**src/rtl/hazard_pkg.sv**
```systemverilog
// Shared types and default widths for the pipeline hazard control unit.
package hazard_pkg;

  typedef enum logic [1:0] {
    HCU_RUN      = 2'd0,
    HCU_MEM_WAIT = 2'd1,
    HCU_FAULT    = 2'd2
  } hcu_state_t;

  localparam int HCU_RA_WIDTH    = 5;
  localparam int HCU_MEM_TIMEOUT = 255;
  localparam int HCU_CNT_WIDTH   = 32;

  // Pipeline-register advance enables, oldest-to-youngest order reversed (PC first).
  typedef struct packed {
    logic pc;
    logic ifid;
    logic idex;
    logic exmem;
    logic memwb;
  } hcu_en_t;

  typedef struct packed {
    logic ifid;
    logic idex;
    logic memwb;
  } hcu_flush_t;

endpackage

```
**src/rtl/hcu_sat_counter.sv**
```systemverilog
// Saturating up-counter; clr restarts the count and a simultaneous inc counts that cycle.
module hcu_sat_counter #(
  parameter int WIDTH = 8
) (
  input  logic             clk,
  input  logic             rst,
  input  logic             inc_i,
  input  logic             clr_i,
  output logic [WIDTH-1:0] count_o
);

  logic [WIDTH-1:0] count_q;
  logic [WIDTH-1:0] count_d;

  always_comb begin
    // NOTE: assign a default first so every path drives count_d and no latch is inferred.
    count_d = count_q;
    if (clr_i) begin
      count_d = inc_i ? WIDTH'(1) : '0;
    end else if (inc_i && (count_q != '1)) begin
      count_d = count_q + WIDTH'(1);
    end
  end

  always_ff @(posedge clk) begin
    // NOTE: non-blocking assignment keeps every flop sampling pre-edge values.
    if (rst) begin
      count_q <= '0;
    end else begin
      count_q <= count_d;
    end
  end

  assign count_o = count_q;

endmodule

```
**src/rtl/hazard_control_unit.sv**
```systemverilog
// Pipeline sequencer for the 5-stage core: load-use, redirect, fetch and dmem-wait
// hazards, a dmem-wait watchdog and a saturating stall-cycle counter.
module hazard_control_unit
  import hazard_pkg::*;
#(
  parameter int REGFILE_ADDR_WIDTH = HCU_RA_WIDTH,
  parameter int MEM_TIMEOUT        = HCU_MEM_TIMEOUT,
  parameter int CNT_WIDTH          = HCU_CNT_WIDTH
) (
  input  logic                          clk,
  input  logic                          rst,
  input  logic [REGFILE_ADDR_WIDTH-1:0] ID_Rs1_address,
  input  logic [REGFILE_ADDR_WIDTH-1:0] ID_Rs2_address,
  input  logic                          ID_uses_rs1,
  input  logic                          ID_uses_rs2,
  input  logic                          EX_MemRead,
  input  logic [REGFILE_ADDR_WIDTH-1:0] EX_Rd_address,
  input  logic                          EX_redirect,
  input  logic                          IF_imem_ready,
  input  logic                          MEM_dmem_req,
  input  logic                          MEM_dmem_ready,
  output logic                          PC_en,
  output logic                          IFID_en,
  output logic                          IDEX_en,
  output logic                          EXMEM_en,
  output logic                          MEMWB_en,
  output logic                          IFID_flush,
  output logic                          IDEX_flush,
  output logic                          MEMWB_flush,
  output logic                          dmem_fault,
  output logic [CNT_WIDTH-1:0]          stall_cycles
);

  localparam int WAIT_W = $clog2(MEM_TIMEOUT + 1);

  hcu_state_t       state_q;
  logic [WAIT_W-1:0] wait_cnt;
  logic             dmem_stall;
  logic             freeze;
  logic             rs1_hit;
  logic             rs2_hit;
  logic             load_use;
  logic             wait_inc;
  logic             stall_inc;
  hcu_en_t          en;
  hcu_flush_t       fl;

  assign dmem_stall = MEM_dmem_req & ~MEM_dmem_ready;
  assign freeze     = dmem_stall | (state_q == HCU_FAULT);

  // x0 is hardwired to zero, so a load targeting it never creates a dependency.
  assign rs1_hit  = ID_uses_rs1 & (ID_Rs1_address == EX_Rd_address);
  assign rs2_hit  = ID_uses_rs2 & (ID_Rs2_address == EX_Rd_address);
  assign load_use = EX_MemRead & (EX_Rd_address != '0) & (rs1_hit | rs2_hit);

  always_comb begin
    en = '1;
    fl = '0;
    if (rst) begin
      en = '0;
      fl = '1;
    end else if (freeze) begin
      // The held EX instruction re-presents any redirect once the freeze lifts.
      en       = '0;
      fl.memwb = 1'b1;
    end else if (EX_redirect) begin
      fl.ifid = 1'b1;
      fl.idex = 1'b1;
    end else if (load_use) begin
      en.pc   = 1'b0;
      en.ifid = 1'b0;
      fl.idex = 1'b1;
    end else if (!IF_imem_ready) begin
      en.pc   = 1'b0;
      fl.ifid = 1'b1;
    end
  end

  assign PC_en       = en.pc;
  assign IFID_en     = en.ifid;
  assign IDEX_en     = en.idex;
  assign EXMEM_en    = en.exmem;
  assign MEMWB_en    = en.memwb;
  assign IFID_flush  = fl.ifid;
  assign IDEX_flush  = fl.idex;
  assign MEMWB_flush = fl.memwb;
  assign dmem_fault  = (state_q == HCU_FAULT) & ~rst;

  always_ff @(posedge clk) begin
    if (rst) begin
      state_q <= HCU_RUN;
    end else begin
      case (state_q)
        HCU_RUN: begin
          if (dmem_stall) state_q <= HCU_MEM_WAIT;
        end
        HCU_MEM_WAIT: begin
          if (!dmem_stall) begin
            state_q <= HCU_RUN;
          end else if (wait_cnt == WAIT_W'(MEM_TIMEOUT)) begin
            state_q <= HCU_FAULT;
          end
        end
        HCU_FAULT: state_q <= HCU_FAULT;
        default:   state_q <= HCU_RUN;
      endcase
    end
  end

  // wait_cnt holds the number of consecutive dmem-stall cycles already elapsed.
  assign wait_inc = dmem_stall & (state_q != HCU_FAULT);

  hcu_sat_counter #(
    .WIDTH (WAIT_W)
  ) u_wait_cnt (
    .clk     (clk),
    .rst     (rst),
    .inc_i   (wait_inc),
    .clr_i   (~wait_inc),
    .count_o (wait_cnt)
  );

  assign stall_inc = ~en.pc & ~rst;

  hcu_sat_counter #(
    .WIDTH (CNT_WIDTH)
  ) u_stall_cnt (
    .clk     (clk),
    .rst     (rst),
    .inc_i   (stall_inc),
    .clr_i   (1'b0),
    .count_o (stall_cycles)
  );

endmodule
```
**config.mk**
```make
export PLATFORM = sky130hd
export DESIGN_NAME = hazard_control_unit
export DESIGN_NICKNAME = d
export VERILOG_FILES = /design/src/rtl/hazard_pkg.sv /design/src/rtl/hcu_sat_counter.sv /design/src/rtl/hazard_control_unit.sv
export SDC_FILE = /design/constraint.sdc
export NUM_CORES = 1
export LEC_CHECK = 0
export ABC_AREA = 1
export BUFFER_PORTS_ARGS = -buffer_cell sky130_fd_sc_hd__buf_4
export CORE_MARGIN = 3
export CORE_UTILIZATION = 55
export CTS_CLUSTER_SIZE = 16
export DETAILED_ROUTE_END_ITERATION = 7
export PLACE_DENSITY = 0.9
export SETUP_SLACK_MARGIN = 0.15
export SLEW_MARGIN = 20
export SYNTH_ARGS = -nofsm -noshare
export SYNTH_HDL_FRONTEND = slang
export SYNTH_HIERARCHICAL = 1
export SYNTH_SLANG_ARGS = --single-unit
```
**constraint.sdc**
```tcl
create_clock -name clk -period 2.65 [get_ports clk]
set_clock_uncertainty 0.15 [all_clocks]
set_input_delay 0.1325 -clock clk [delete_from_list [all_inputs] [get_ports clk]]
set_output_delay 0.1325 -clock clk [all_outputs]
set_load 0.1 [all_outputs]
```
==> impl_metrics.py, run 1 <==
metrics = {
    "clock_network": {
        "post_cts_buffers": 0,
        "cts_tree": "done",
        "root_buffer": "clkbuf_8",
        "cts_sinks": 42,
        "htreeDepth": 2,
        "path_clk_slew_ns": 0.09,
        "clkLatencyLatePin_ns": 0.30,
        "cts_buffer_depth": 2,
        "cts_inserted_buffers": 5,
    },
    "yosys": {
        "synth-compound-area-share_pct": 8.85,
        "synth_top_area_cell": "dfxtp_1",
        "synth-simple-area-share_pct": 51.0,
        "netlist_area_um2": 3220,
        "synth-xor-area-share_pct": 0.543,
        "ys_seq_elements": 42,
        "synthMuxAreaShare_pct": 0,
        "synth_top_area_share_pct": 26.1,
        "ys_seq_area_share_pct": 26.1,
        "syn_inst": 564,
        "synth_cell_types": 30,
        "synth_top_family_by_area": "simple AND/OR/NAND/NOR gates",
        "synth.area.top_cells": "dfxtp_1 26%, nand2_1 19%, nand3_1 12%",
        "syn_area_per_cell_um2": 5.71,
        "synth_warnings": 6,
        "synthAdderAreaFrac_pct": 0.776,
    },
    "critical_path": {
        "crit_chain": "dlygate4sd3_1 > buf_4 > nor2_1 > inv_1 > nand2_1 > nor2_1 > a21oi_4 > nand2_8 > nand2_2 > nand2_2 > o21ai_0",
        "worst_ep_required_time_ns": 2.72,
        "slowest_stage": "dlygate4sd3_1",
        "regToRegEndpoint": "u_stall_cnt/count_o[27]$_SDFFE_PP0P_",
        "arrival_ns": 2.42,
        "timing.rr.start": "u_stall_cnt/count_o[0]$_SDFFE_PP0P_",
        "cp-end-kind": "flip-flop",
        "cp-startpoint": "MEM_dmem_ready",
        "start_kind": "input port",
        "reg2reg_depth": 10,
        "cp_max_fo": 35,
        "setup.worst_path.end": "u_stall_cnt/count_o[27]$_SDFFE_PP0P_",
        "path_class": "input port to flip-flop",
        "ff2ff_setup_slack_ns": 0.38,
        "max_stage_delay_ns": 0.55,
    },
    "floorplan": {
        "placementRows": 27,
        "die_h_um": 82.6,
        "core_um2": 5570,
        "die_x_um": 82.6,
        "io_pins": 65,
        "die_area_um2": 6810,
        "initial_core_util_pct": 57.8,
    },
    "finish": {
        "final_cell_mix": "162 x nand2_1, 83 x inv_1, 80 x nor2_1, 75 x nand3_1, 68 x buf_4",
        "layout-drive-gt1-share_pct": 17.6,
        "regArea_um2": 845,
        "nFillCells": 504,
        "multi_input_area_um2": 1990,
        "final_common_cell": "nand2_1",
        "area_growth_pct": 19.9,
        "fin_nets": 654,
        "stdcell_count": 701,
        "final_area_um2": 3860,
        "antennaDiodeCount": 0,
    },
    "drt": {
        "route.detailed.drc": 0,
        "wl_um": 8550,
        "avgViaCountPerCell": 5.42,
        "vias": 3797,
        "drt-initial-drc-count": 252,
        "dr.pass1.iters": 5,
        "drtAntennaViolNets": 0,
        "wl_per_cell_um": 12.2,
    },
    "sta": {
        "setup_viol": 0,
        "max_clock_freq_mhz": 425,
        "rsz0062_at_grt": "no",
        "min_period_ns": 2.35,
        "slew_violations": 0,
        "fin_tns_setup_ns": 0,
        "slew_headroom_pct": 63.9,
        "finalCritPeriodShare_pct": 88.7,
        "finalHoldViolations": 0,
        "worst_pin_slew_ns": 0.540,
    },
    "placed_design": {
        "placed_area_um2": 3750,
        "dpl.hpwl_um": 6490,
        "numPortBuffers": 64,
        "place_congestion": 0.956,
        "dpl.cell_count": 692,
    },
    "worst_hold_path": {
        "hold_path_depth": 5,
        "min_path_type": "input port to flip-flop",
        "hold_start": "MEM_dmem_req",
    },
    "grt": {
        "grt_overflow": 0,
        "antenna_found_initial": 0,
        "track_usage_pct": 26.1,
        "grt_pass1_wl_um": 14200,
        "grt_pass1_vias": 3309,
        "grt_max_degree": 36,
    },
    "power": {
        "powerDensity_nw_per_um2": 363,
        "leakage_nw": 1.77,
        "peakVddDrop_v": 0.000343,
    },
    "run_status": {
        "status": "completed",
    },
    "flow_run": {
        "max_cap_violations": 0,
    },
}
[sequential cells by signal, indices dropped and copies added (netlist names)]
signal and flops:
state_q 2, u_stall_cnt/count_o 32, u_wait_cnt/count_o 8
[kinds of logic after synthesis]
| logic type | after synthesis |
|---|---|
| AOI/OAI and AO/OA | 52 |
| and+or+nand+nor | 365 |
| adders and majority gates | 2 |
| other | 1 |
| DFF | 42 |
| buffers and inverters | 100 |
| xor gates and xnor gates | 2 |
[worst min-delay path by stage]
stage | endpoint
final | state_q[0]$_SDFFE_PP0P_
after detailed placement | state_q[0]$_SDFFE_PP0P_
after global routing | u_stall_cnt/count_o[10]$_SDFFE_PP0P_
after CTS | u_wait_cnt/count_o[0]$_SDFFE_PP0P_
after floorplan | state_q[0]$_SDFFE_PP0P_
after global placement | state_q[0]$_SDFFE_PP0P_
[layout make-up]
type,count,area share (%)
inverter,87,8.45
timing repair buffer,69,13.5
clock buffer,5,1.78
sequential,42,21.9
clock inverter,3,0.551
tap,72,2.33
multi-input combinational,423,51.6
[power by group]
group | total (mW) | internal [mW] | switching [mW]
clock network | 0.426 | 0.185 | 0.240
registers | 0.654 | 0.642 | 0.0126
logic | 0.323 | 0.0852 | 0.238
[repair_timing]
item	in CTS	in global routing
resized for setup	0	2
hold endpoints to repair	1	0
hold buffers	1	0
setup endpoints to repair	0	9
[per-layer routing]
metal | vias up | track usage, % | share of wire [%]
met2 | 177 | 47.4 | 48
met1 | 1703 | 30.1 | 41
met4 | 0 | 9.48 | 2.1
li1 | 1898 | - | -
met5 | - | 0 | 0
met3 | 19 | 4.99 | 8.4
[cells in the mapped netlist (all sizes together)]
cell type  instances
nand4             13
nor3               7
dfxtp             42
buf                8
ha                 2
a21oi             29
nand3             76
nand2            178
nand3b             2
conb               1
o21bai             7
inv               87
o21ai             16
nor2              89
xor2               2
clkbuf             5
[per-stage QoR]
| step | total power, mW | hold WS [ns] | setup WS [ns] | util, % |
|---|---|---|---|---|
| final | 1.40 | 0.0463 | 0.298 | 69.3 |
| after global routing | 1.46 | 0.0613 | 0.157 | 69.3 |
| after CTS | 1.41 | 0.0432 | 0.169 | 69.1 |
| after detailed placement | 0.982 | 0.298 | 0.256 | 67.3 |
| after global placement | 0.975 | 0.275 | 0.446 | 67.3 |
| after floorplan | 0.906 | 0.0516 | 0.156 | - |
[critical path: cells and delay by family]
| kind | cells | cell delay [ns] |
|---|---|---|
| buf+inv | 3 | 0.77 |
| compound gates | 2 | 0.49 |
| simple gates | 6 | 1.02 |
Note: power is estimated with default switching activity, not from simulation.
==> inputs of run 2 (changes only) <==
==> constraint.sdc (replaced) <==
create_clock -name clk -period 2.65 [get_ports clk]
set_clock_uncertainty 0.15 [all_clocks]
set_input_delay 0.265 -clock clk [delete_from_list [all_inputs] [get_ports clk]]
set_output_delay 0.265 -clock clk [all_outputs]
set_load 0.1 [all_outputs]
==> run 2 against run 1 <==
  * Hold slack better by 0.11 ns
  * Largest cell class unchanged
  * Via count is 1.1% higher
  * First-iteration DRC count is 76% higher
  * Critical endpoint is now u_stall_cnt/count_o[21]$_SDFFE_PP0P_
==> impl_metrics.py, run 2 (synthesized netlist as in run 1, its figures left out) <==
metrics = {
    "grt": {
        "track_usage_pct": 26.9,
        "grt_pass1_wl_um": 14600,
        "grt_overflow": 0,
        "antenna_found_initial": 0,
        "grt_pass1_vias": 3524,
        "grt_max_degree": 36,
    },
    "clock_network": {
        "cts_tree": "done",
        "path_clk_slew_ns": 0.08,
        "cts_sinks": 42,
        "root_buffer": "clkbuf_8",
        "cts_buffer_depth": 2,
        "cts_inserted_buffers": 5,
        "post_cts_buffers": 0,
        "clkLatencyLatePin_ns": 0.30,
        "htreeDepth": 2,
    },
    "sta": {
        "max_clock_freq_mhz": 420,
        "finalHoldViolations": 0,
        "slew_violations": 0,
        "worst_pin_slew_ns": 0.496,
        "setup_viol": 0,
        "finalCritPeriodShare_pct": 89.9,
        "rsz0062_at_grt": "no",
        "min_period_ns": 2.38,
        "slew_headroom_pct": 66.8,
        "fin_tns_setup_ns": 0,
    },
    "critical_path": {
        "worst_ep_required_time_ns": 2.68,
        "start_kind": "flip-flop",
        "timing.rr.start": "u_stall_cnt/count_o[1]$_SDFFE_PP0P_",
        "path_class": "flip-flop to flip-flop",
        "cp_max_fo": 35,
        "cp-startpoint": "u_stall_cnt/count_o[1]$_SDFFE_PP0P_",
        "cp-end-kind": "flip-flop",
        "arrival_ns": 2.41,
    },
    "drt": {
        "drtAntennaViolNets": 0,
        "vias": 3837,
        "route.detailed.drc": 0,
        "wl_um": 8840,
        "wl_per_cell_um": 12.6,
        "avgViaCountPerCell": 5.47,
        "drt-initial-drc-count": 444,
        "dr.pass1.iters": 5,
    },
    "power": {
        "powerDensity_nw_per_um2": 383,
        "leakage_nw": 1.78,
        "swShare_pct": 32.0,
        "p_seq_share_pct": 44.1,
        "peakVddDrop_v": 0.000293,
        "p_clk_share_pct": 34.2,
        "switchingPower_mw": 0.476,
        "internal-power_mw": 1.01,
        "combPwrFrac_pct": 21.8,
    },
    "floorplan": {
        "initial_core_util_pct": 57.8,
        "die_area_um2": 6810,
        "die_h_um": 82.6,
        "placementRows": 27,
        "die_x_um": 82.6,
        "io_pins": 65,
        "core_um2": 5570,
    },
    "placed_design": {
        "dpl.hpwl_um": 6430,
        "numPortBuffers": 64,
        "placed_area_um2": 3770,
        "place_congestion": 0.955,
        "dpl.cell_count": 693,
    },
    "worst_hold_path": {
        "hold_start": "MEM_dmem_ready",
        "min_path_type": "input port to flip-flop",
    },
    "finish": {
        "largest_reg_flops": 32,
        "stdcell_count": 701,
        "final_cell_mix": "162 x nand2_1, 83 x inv_1, 80 x nor2_1, 75 x nand3_1, 69 x buf_4",
        "final_common_cell": "nand2_1",
        "area_growth_pct": 20.2,
        "antennaDiodeCount": 0,
        "final_area_um2": 3870,
        "fin_nets": 654,
        "layout-drive-gt1-share_pct": 17.5,
    },
    "flow_run": {
        "max_cap_violations": 0,
    },
    "run_status": {
        "status": "completed",
    },
}
run 2: cell count changes in the layout (fill, tap and decap cells not counted), sizes merged:
cell	change
clkbuf	+2
clkinvlp	-1
buf	+1
dlygate4sd3	-1
clkinv	-2
bufinv	+1
run 2: repair_timing:
action	4_1_cts	5_1_grt
endpoints found under the setup margin	0	9
hold buffers	0	0
resized for setup	0	1
run 2: routing by layer:
metal	global-route usage (%)	vias to the layer above	routed length, um
met4	11.4	0	183
met1	31.1	1684	3560
met3	4.88	29	881
li1	-	1898	-
met2	48.2	226	4210
met5	0	-	0
run 2: final cells by class:
cell class	instances	area [um2]
Inverter	87	327
Sequential cell	42	845
Multi-Input combinational cell	423	1990
Timing Repair Buffer	69	518
Clock inverter	1	30.0
Tap cell	72	90.1
Fill cell	478	1700
Clock buffer	7	76.3
run 2: path summary, 6_finish.rpt:
kind                                           to  slack (ns)  cells after the start
max          u_stall_cnt/count_o[21]$_SDFFE_PP0P_        0.27                     10
min                       state_q[0]$_SDFFE_PP0P_        0.16                      4
max reg2reg  u_stall_cnt/count_o[21]$_SDFFE_PP0P_        0.27                     10
min reg2reg    u_wait_cnt/count_o[6]$_SDFFE_PP0P_        0.32                      2
run 2: per-stage QoR:
stage | power [mW] | util (%) | hold slack (ns) | setup WS (ns)
after floorplan | 0.906 | - | 0.184 | 0.156
after global placement | 0.978 | 67.6 | 0.306 | 0.422
after detailed placement | 0.984 | 67.6 | 0.310 | 0.290
after CTS | 1.49 | 69.5 | 0.127 | 0.254
after global routing | 1.55 | 69.5 | 0.181 | 0.161
final | 1.49 | 69.5 | 0.160 | 0.267
run 2: power groups by stage:
stage	Combinational, mW	Clock (mW)	Sequential [mW]
3_3_place_gp	0.310	0	0.668
4_1_cts	0.317	0.515	0.654
2_1_floorplan	0.191	0	0.716
5_1_grt	0.348	0.542	0.655
6_report	0.323	0.508	0.654
3_5_place_dp	0.316	0	0.668
run 2: worst max-delay path, stage by stage (launching register included):
cell     delay, ns
dfxtp_2       0.38
ha_1          0.26
nand2_2       0.10
nor2_4        0.20
nand2_4       0.12
nor2_8        0.18
nand2_4       0.11
nand2_8       0.21
nand2_2       0.21
nand2_2       0.22
o21ai_0       0.12
==> inputs of run 3 (changes only) <==
--- a/config.mk
+++ b/config.mk
@@ -11,6 +11,7 @@
 export CORE_UTILIZATION = 55
 export CTS_CLUSTER_SIZE = 16
 export DETAILED_ROUTE_END_ITERATION = 7
+export GPL_TIMING_DRIVEN = 0
 export PLACE_DENSITY = 0.9
 export SETUP_SLACK_MARGIN = 0.15
 export SLEW_MARGIN = 20
==> run 3 against run 2 <==
  * Sequential power about the same
  * Critical path type unchanged
  * Clock power is essentially flat
  * Final cell count grew 1.1%
  * Worst setup slack better by 0.12 ns
==> impl_metrics.py, run 3 (synthesized netlist as in run 1, its figures left out) <==
metrics = {
    "grt": {
        "grt_max_degree": 17,
        "antenna_found_initial": 0,
        "track_usage_pct": 26.6,
        "grt_pass1_vias": 3435,
        "grt_pass1_wl_um": 14500,
        "grt_overflow": 0,
    },
    "finish": {
        "fin_util_pct": 70.3,
        "fin_nets": 662,
        "antennaDiodeCount": 0,
        "layout-drive-gt1-share_pct": 17.6,
        "final_area_um2": 3920,
        "stdcell_count": 709,
        "regArea_um2": 845,
        "final_common_cell": "nand2_1",
        "nFillCells": 496,
        "final_cell_mix": "163 x nand2_1, 83 x inv_1, 80 x nor2_1, 75 x nand3_1, 67 x buf_4",
        "area_growth_pct": 21.5,
        "largest_reg_flops": 32,
        "multi_input_area_um2": 1990,
    },
    "sta": {
        "rsz0062_at_grt": "no",
        "finalCritPeriodShare_pct": 85.3,
        "finalHoldViolations": 0,
        "slew_headroom_pct": 64.0,
        "slew_violations": 0,
        "max_clock_freq_mhz": 442,
        "min_period_ns": 2.26,
        "whs_ns": 0.125,
        "setup_viol": 0,
        "fin_tns_setup_ns": 0,
        "worst_slack_ns": 0.390,
        "worst_pin_slew_ns": 0.537,
    },
    "drt": {
        "route.detailed.drc": 0,
        "avgViaCountPerCell": 5.32,
        "wl_um": 8600,
        "drtAntennaViolNets": 0,
        "wl_per_cell_um": 12.1,
        "vias": 3774,
        "drt-initial-drc-count": 335,
        "dr.pass1.iters": 5,
    },
    "flow_run": {
        "max_cap_violations": 0,
    },
    "floorplan": {
        "initial_core_util_pct": 57.8,
        "placementRows": 27,
        "die_area_um2": 6810,
        "io_pins": 65,
        "core_um2": 5570,
        "die_h_um": 82.6,
        "die_x_um": 82.6,
    },
    "clock_network": {
        "cts_hold_buf": 0,
        "root_buffer": "clkbuf_8",
        "cts_buffer_depth": 2,
        "htreeDepth": 2,
        "cts_inserted_buffers": 5,
        "cts_sinks": 42,
        "path_clk_slew_ns": 0.08,
        "cts_tree": "done",
        "post_cts_buffers": 0,
        "ctsResizeCount": 0,
        "clkLatencyLatePin_ns": 0.29,
    },
    "critical_path": {
        "crit_family": "simple AND/OR/NAND/NOR gates",
        "cp_max_fo": 9,
        "cp.buffers_inverters": 3,
        "path_class": "flip-flop to flip-flop",
        "arrival_ns": 2.32,
        "crit_chain": "inv_1 > nor2_1 > inv_1 > nand2_1 > nor2_1 > a21oi_2 > buf_1 > nand2_8 > nand2_2 > nand2_1 > o21ai_0",
        "max_stage_delay_ns": 0.39,
        "slowest_stage": "buf_1",
        "cp-end-kind": "flip-flop",
        "worst_ep_required_time_ns": 2.71,
        "ff2ff_setup_slack_ns": 0.39,
        "start_kind": "flip-flop",
    },
    "placed_design": {
        "numPortBuffers": 64,
        "dpl.hpwl_um": 6490,
        "placed_area_um2": 3810,
        "dpl.cell_count": 701,
        "dp_slack_ns": 0.348,
        "place_congestion": 0.969,
    },
    "power": {
        "combPwrFrac_pct": 22.2,
        "p_seq_share_pct": 43.9,
        "swShare_pct": 32.2,
        "p_clk_share_pct": 33.9,
        "powerDensity_nw_per_um2": 381,
        "internal-power_mw": 1.01,
        "leakage_nw": 1.80,
        "peakVddDrop_v": 0.000355,
        "p_total_mw": 1.49,
        "switchingPower_mw": 0.481,
    },
    "run_status": {
        "status": "completed",
    },
    "worst_hold_path": {
        "min_path_type": "input port to flip-flop",
    },
}
-- run 3: cell types whose count changed in the layout (fill, tap and decap cells not counted), moves of 2 or more --
cell and change:
buf_1 +2, buf_4 -2, clkbuf_1 +3, clkinv_2 +2
-- run 3: final cells by class --
class | instances | area share, %
Clock inverter | 3 | 1.02
Sequential cell | 42 | 21.6
Buffer | 13 | 2.04
Inverter | 87 | 8.34
Multi-Input combinational cell | 423 | 50.7
Tap cell | 72 | 2.30
Timing Repair Buffer | 64 | 12.3
Clock buffer | 5 | 1.76
-- run 3: worst register-to-register path: cells and delay by family, from the launching register on --
kind	cells	cell delay, ns
simple gates	6	0.81
buf+inv	3	0.52
compound gates	2	0.36
flops	1	0.34
-- run 3: power by group through the flow --
stage	Sequential (mW)	Combinational [mW]	Clock, mW
floorplan	0.716	0.191	0
global placement	0.669	0.320	0
detailed placement	0.670	0.326	0
CTS	0.655	0.326	0.520
global route	0.657	0.357	0.547
finish	0.655	0.331	0.506
-- run 3: worst paths after layout --
check / start / cells past startpoint / to
setup / recovery: state_q[1]$_SDFFE_PP0P_ / 11 / u_stall_cnt/count_o[2]$_SDFFE_PP0P_
hold / removal: MEM_dmem_ready / 4 / state_q[0]$_SDFFE_PP0P_
setup reg to reg: state_q[1]$_SDFFE_PP0P_ / 11 / u_stall_cnt/count_o[2]$_SDFFE_PP0P_
hold reg to reg: u_wait_cnt/count_o[6]$_SDFFE_PP0P_ / 2 / u_wait_cnt/count_o[6]$_SDFFE_PP0P_
-- run 3: metal layers --
metal  wire length [um]  GRT usage, %
met5                  0             0
met4                103          10.5
met3                658          5.42
met2               4170          46.5
met1               3660          31.6
